[config.mk]
export PLATFORM = sky130hd
export DESIGN_NAME = rr_mux_nx1
export DESIGN_NICKNAME = d
export VERILOG_FILES = /design/src/rtl/rr_mux_nx1.sv
export SDC_FILE = /design/constraint.sdc
export NUM_CORES = 1
export LEC_CHECK = 0
export ABC_AREA = 1
export BUFFER_PORTS_ARGS = -buffer_cell sky130_fd_sc_hd__buf_2
export CORE_ASPECT_RATIO = 1.1
export CORE_MARGIN = 2
export CORE_UTILIZATION = 48
export DETAILED_ROUTE_END_ITERATION = 12
export PLACE_DENSITY = 0.78
export SLEW_MARGIN = 15
export SYNTH_ARGS = -nofsm -noshare
export SYNTH_HDL_FRONTEND = slang
export SYNTH_SLANG_ARGS = --single-unit
[constraint.sdc]
create_clock -name clk -period 2.1 [get_ports clk]
set_input_delay 0.21 -clock clk [delete_from_list [all_inputs] [get_ports clk]]
set_output_delay 0.21 -clock clk [all_outputs]
set_load 0.02 [all_outputs]
[src/rtl/rr_mux_nx1.sv]
// Registered N:1 valid/ready multiplexer with a round-robin arbiter and a one-stage output register.
// Define RR_MUX_FIXED_PRIO_EN to replace round-robin with fixed lowest-index-first priority.
module rr_mux_nx1 #(
  parameter int WIDTH = 8,
  parameter int N     = 4,
  localparam int SW   = $clog2(N)
) (
  input  logic               clk,
  input  logic               rst_n,
  input  logic [N-1:0]       in_valid,
  input  logic [N*WIDTH-1:0] in_data,
  output logic [N-1:0]       in_ready,
  output logic               out_valid,
  output logic [WIDTH-1:0]   out_data,
  output logic [SW-1:0]      out_sel,
  input  logic               out_ready
);

  // Handshake: a word moves on any port at a rising clk edge where valid && ready.
  // The output stage accepts a new word whenever it is empty or being drained this cycle,
  // so in_ready depends combinationally on out_ready but never on in_data.

  logic             out_valid_q, out_valid_d;
  logic [WIDTH-1:0] out_data_q, out_data_d;
  logic [SW-1:0]    out_sel_q, out_sel_d;
  logic [SW-1:0]    ptr_q;

  logic             load;
  logic             gnt_found;
  logic [SW-1:0]    gnt_idx;
  logic [SW-1:0]    cand;
  logic             in_xfer;
  logic [WIDTH-1:0] sel_data;

  // Circular search for the first pending channel at or above ptr_q.
  always_comb begin
    gnt_found = 1'b0;
    gnt_idx   = '0;
    cand      = '0;
    for (int k = 0; k < N; k++) begin
      cand = SW'((int'(ptr_q) + k) % N);
      if (!gnt_found && in_valid[cand]) begin
        gnt_found = 1'b1;
        gnt_idx   = cand;
      end
    end
  end

  assign load     = !out_valid_q || out_ready;
  assign in_xfer  = load && gnt_found;
  assign sel_data = in_data[int'(gnt_idx)*WIDTH +: WIDTH];

  always_comb begin
    in_ready = '0;
    if (in_xfer) in_ready[gnt_idx] = 1'b1;
  end

  // A drain with no refill empties the register; data and select keep their last value.
  always_comb begin
    out_valid_d = load ? in_xfer : out_valid_q;
    out_data_d  = in_xfer ? sel_data : out_data_q;
    out_sel_d   = in_xfer ? gnt_idx : out_sel_q;
  end

  always_ff @(posedge clk or negedge rst_n) begin
    if (!rst_n) begin
      out_valid_q <= 1'b0;
      out_data_q  <= '0;
      out_sel_q   <= '0;
    end else begin
      out_valid_q <= out_valid_d;
      out_data_q  <= out_data_d;
      out_sel_q   <= out_sel_d;
    end
  end

`ifdef RR_MUX_FIXED_PRIO_EN
  assign ptr_q = '0;
`else
  logic [SW-1:0] ptr_d;

  always_comb begin
    ptr_d = ptr_q;
    if (in_xfer) ptr_d = (gnt_idx == SW'(N-1)) ? '0 : gnt_idx + 1'b1;
  end

  always_ff @(posedge clk or negedge rst_n) begin
    if (!rst_n) ptr_q <= '0;
    else        ptr_q <= ptr_d;
  end
`endif

  assign out_valid = out_valid_q;
  assign out_data  = out_data_q;
  assign out_sel   = out_sel_q;

endmodule

# == Yosys cells after proc, flatten, opt, wreduce, memory -nomap -nowiden ==
# Index checks and enable logic that the tools add are counted.
# classes
add_sub_neg,4
magnitude_cmp,6
eq_ne,1
shifts,1
muxes,20
reduce_logical,10
# op_table
op,n
$shiftx 32x6->8,1
$lt 2x3->1 const B,5
$mux 2,5
$mux 1,9
$bmux 1 s2,4
$logic_and 1x1->1,5
$add 2x1->2 const B,2
$add 2x2->2 const B,2
$logic_not 1->1,4
$mux 4,1
$demux 1 s2,1
$eq 2x2->1 const B,1
$ge 2x1->1 const B,1
$logic_or 1x1->1,1
# totals
regBits,13
in_bits,39
out_inout_bits,15
elab_cells,46

# == Depth between registers and ports, before layout ==
# logic_depth
word_depth,17
mapped_depth,16
ltp_nobuf,15

# == Worst setup path after synthesis ==
# No wires, ideal clock.
# synth_timing
path_kind,reg2out
start,register ptr_q[0]
end,output in_ready[3]
arrival_ns,1.838
t_required_ns,1.890
slack_ns,0.052
path_stages_with_launch,15
n_path_buf,2
path_cell_list,dfrtp_1 buf_6 inv_6 nand2_1 nand3_1 nand2_2 inv_2 nand2_1 nand2_4 nand3_4 buf_8 inv_2 ha_1 inv_1 nor2_1
# synth_via
elab_chain_len,17
elab_cells_between_ends,32
cone_classes,add/sub: 3; order compare: 2; mux: 19; reduce/logical: 8
# synth_rtl
item,line_no,text
from (decl),26,logic [SW-1:0] ptr_q;
from (signal assigned),89,else ptr_q <= ptr_d;
branches (longest 16 deep; another with $lt 2x3->1),-,
$mux 4 *,55,if (in_xfer) in_ready[gnt_idx] = 1'b1;
to (decl),12,"output logic [N-1:0] in_ready,"
# Mark *: on every way between the ends. The select of a mux whose other input is x is not followed.

# == Worst setup path in the final report ==
# Same ends and word-level chain as after synthesis.

==> impl_metrics.yaml <==
run_status:
  violations: "setup timing"
  outcome: "complete, but fails checks"
timing:
  rsz0062_at_grt: "yes"
  hold_violations: 0
  tightest_slew_ns: 0.275
  fmax_ghz: 0.446
  setup_ws_ns: -0.145
  setup_violations: 4
  fin_crit_ns: 2.24
  skew_ns: 0.000467
  report.final.slew_viol_count: 0
  fin_crit_sh_pct: 107
  relSlewSlack_pct: 81.7
floorplan:
  initial_core_util_pct: 51.0
  core_um2: 2520
  ios: 54
  die_height_um: 58.3
  row_count: 19
  die_area_um2: 3110
  die_w_um: 53.4
cts:
  max-clock-path-buffers: 2
  clockRootBuffer: "clkbuf_4"
  cts_tree: "built"
  htreeDepth: 1
  clock_sinks: 13
  cts.clk_slew.worst_paths_ns: 0.07
  cts_buffers: 3
  clk_latency_ns: 0.26
setup_path:
  cp-end-kind: "primary output"
  startpoint_type: "flip-flop"
  cp_slowest_stage_delay_ns: 0.48
  reg2reg_depth: 14
  crit_chain: "buf_6 -> nand2_1 -> nand2_1 -> nand2_1 -> nand2_1 -> nand2_1 -> nand2_2 -> nand2_4 -> nand3_4 -> inv_2 -> ha_4 -> inv_2 -> nor2_1 -> buf_4"
  critical_path.max_fanout: 5
  crit_required_ns: 1.89
  crit_slowest_cell: "dfrtp_2"
  crit_arrival_ns: 2.03
  cpMostUsedCell: "nand2_1"
  path_class: "flip-flop to primary output"
routing:
  vias: 1578
  routed_wirelength_um: 3740
  drtIter0Drc: 37
  ant_nets: 0
  drcViolationCount: 0
  routedWlPerCell_um: 11.7
  drt-pass1-iter-count: 4
  vias_per_cell: 4.93
pwr:
  vdd_drop_max_uv: 1380
  p_sw_share_pct: 55.3
  p_sw_mw: 2.16
  p_int_mw: 1.74
  p_clk_share_pct: 3.7
  comb_power_share_pct: 83.5
  power_density_nw_per_um2: 2090
  power.leakage_nw: 1.17
  seqPwrFrac_pct: 12.9
grt:
  grt_usage_pct: 22.4
  grt_pass1_wl_um: 5410
  grt_max_degree: 18
  grt_pass1_vias: 1348
  antenna_found_initial: 0
  overflow: 0
synthesis:
  synth_top_area_share_pct: 25.3
  synth.avg_cell_area_um2: 5.93
  synth_edf_count: 0
  ys_seq_area_share_pct: 25.3
  ys_async_sr_fraction_pct: 100
  synthTopCellsByArea: "dfrtp_1 25%, nand2_1 25%, inv_1 12%"
  synth_commonest_cells: "86 x nand2_1, 42 x inv_1, 20 x nand3_1"
  yosysMostFrequentCell: "nand2_1"
  synthDistinctLibCells: 21
  ys_warn_count: 0
  synth_fp_nets: 257
  ys_seq_elements: 13
  synthesis.area_um2: 1290
  synth_cells: 217
  yosysTopAreaCell: "dfrtp_1"
  ys.flop_type: "dfrtp_1"
cells_and_area:
  n_antenna_cell: 0
  syn_to_final_growth_pct: 44.9
  fin_nets: 330
  drive_gt1_share_pct: 43.9
  final_util_pct: 74.0
placed_design:
  port_buffers: 53
  gp_congestion: 0.883
  hpwl_um: 2480
  preCtsSetupSlack_ns: 0.0260
hold_path:
  hp-class: "primary input to flip-flop"
  min_path_cells: 4
run:
  maxCapViolations: 0
-- stage by stage --
stage	total power, mW	instance area, µm²	hold slack, ns	std cells	setup TNS [ns]
floorplan	2.51	1290	-0.0856	217	0
global placement	3.10	1590	0.0974	301	0
detailed placement	3.10	1590	0.102	301	0
CTS	3.54	1720	0.205	314	-0.194
global route	4.28	1860	0.241	320	-1.14
finish	3.90	1860	0.215	320	-0.488
-- metal layers --
layer  GRT usage [%]  up-vias  part of all wire (%)  wire length (µm)
li1                -      814                     -                 -
met1            29.4      699                    44              1650
met2            39.2       59                    48              1810
met3            1.52        6                   6.2               232
met4            6.59        0                   1.4                51
met5               0        -                     0                 0
-- final cells by class --
cell class,count,area (µm²)
Sequential cell,13,328
Timing Repair inverter,1,6.26
Multi-Input combinational cell,149,830
Tap cell,31,38.8
Clock buffer,4,26.3
Fill cell,216,656
Timing Repair Buffer,75,454
Inverter,47,181
-- power by group through the flow --
stage | logic [mW] | clock network [mW] | registers (mW)
3_3_place_gp | 2.61 | 0 | 0.490
3_5_place_dp | 2.61 | 0 | 0.492
5_1_grt | 3.60 | 0.164 | 0.515
4_1_cts | 2.91 | 0.150 | 0.474
6_report | 3.26 | 0.144 | 0.502
2_1_floorplan | 1.91 | 0 | 0.593
-- kinds of logic after synthesis --
family	count (synthesis)	share of synthesized area, %
AO/OA/AOI/OAI	5	1.94
buffers and inverters	55	18.7
flip-flops	13	25.3
AND/OR/NAND/NOR	143	53.1
adder cells (fa/ha/maj)	1	0.973
-- placed cells by master (no fill, tap or decap), types with 6 or more instances in the layout --
master | synthesis | final
nand2_2 | 12 | 23
nand4_1 | 17 | 17
nand2_4 | 1 | 8
buf_4 | 1 | 22
nand3_1 | 20 | 18
inv_1 | 42 | 40
nand2_1 | 86 | 68
inv_2 | 4 | 6
dfrtp_1 | 13 | 11
buf_2 | 5 | 49
-- worst paths after layout --
path | slack (ns) | start | to
max in group asynchronous | 1.51 | rst_n | ptr_q[0]
worst max-delay path | -0.14 | ptr_q[0] | in_ready[3]
worst min-delay path | 0.22 | out_ready | out_valid
worst max register to register | 0.10 | ptr_q[0] | out_data[3]
worst min register to register | 0.47 | out_data[7] | out_data[7]
min in group asynchronous | 0.35 | rst_n | out_data[7]
-- flip-flops by register name, indices dropped and copies added, names as in the netlist --
register   cells
out_data       8
out_sel        2
out_valid      1
ptr_q          2
-- timing repair --
action | in CTS | in global routing
pin swaps | 2 | 16
hold endpoints to repair | 13 | 0
hold buffers | 1 | 0
gates resized for setup | 13 | 33
buffers inserted | 8 | 5
cloned | 0 | 1
endpoints found under the setup margin | 4 | 12
-- worst max-delay path: cells and delay by family, from the launching register on --
kind | cells | cell delay (ns)
adder cells (fa/ha/maj) | 1 | 0.12
AND/OR/NAND/NOR | 9 | 0.75
buffers and inverters | 4 | 0.41
flip-flops | 1 | 0.48
No activity file was read; power rests on OpenSTA's default activity.
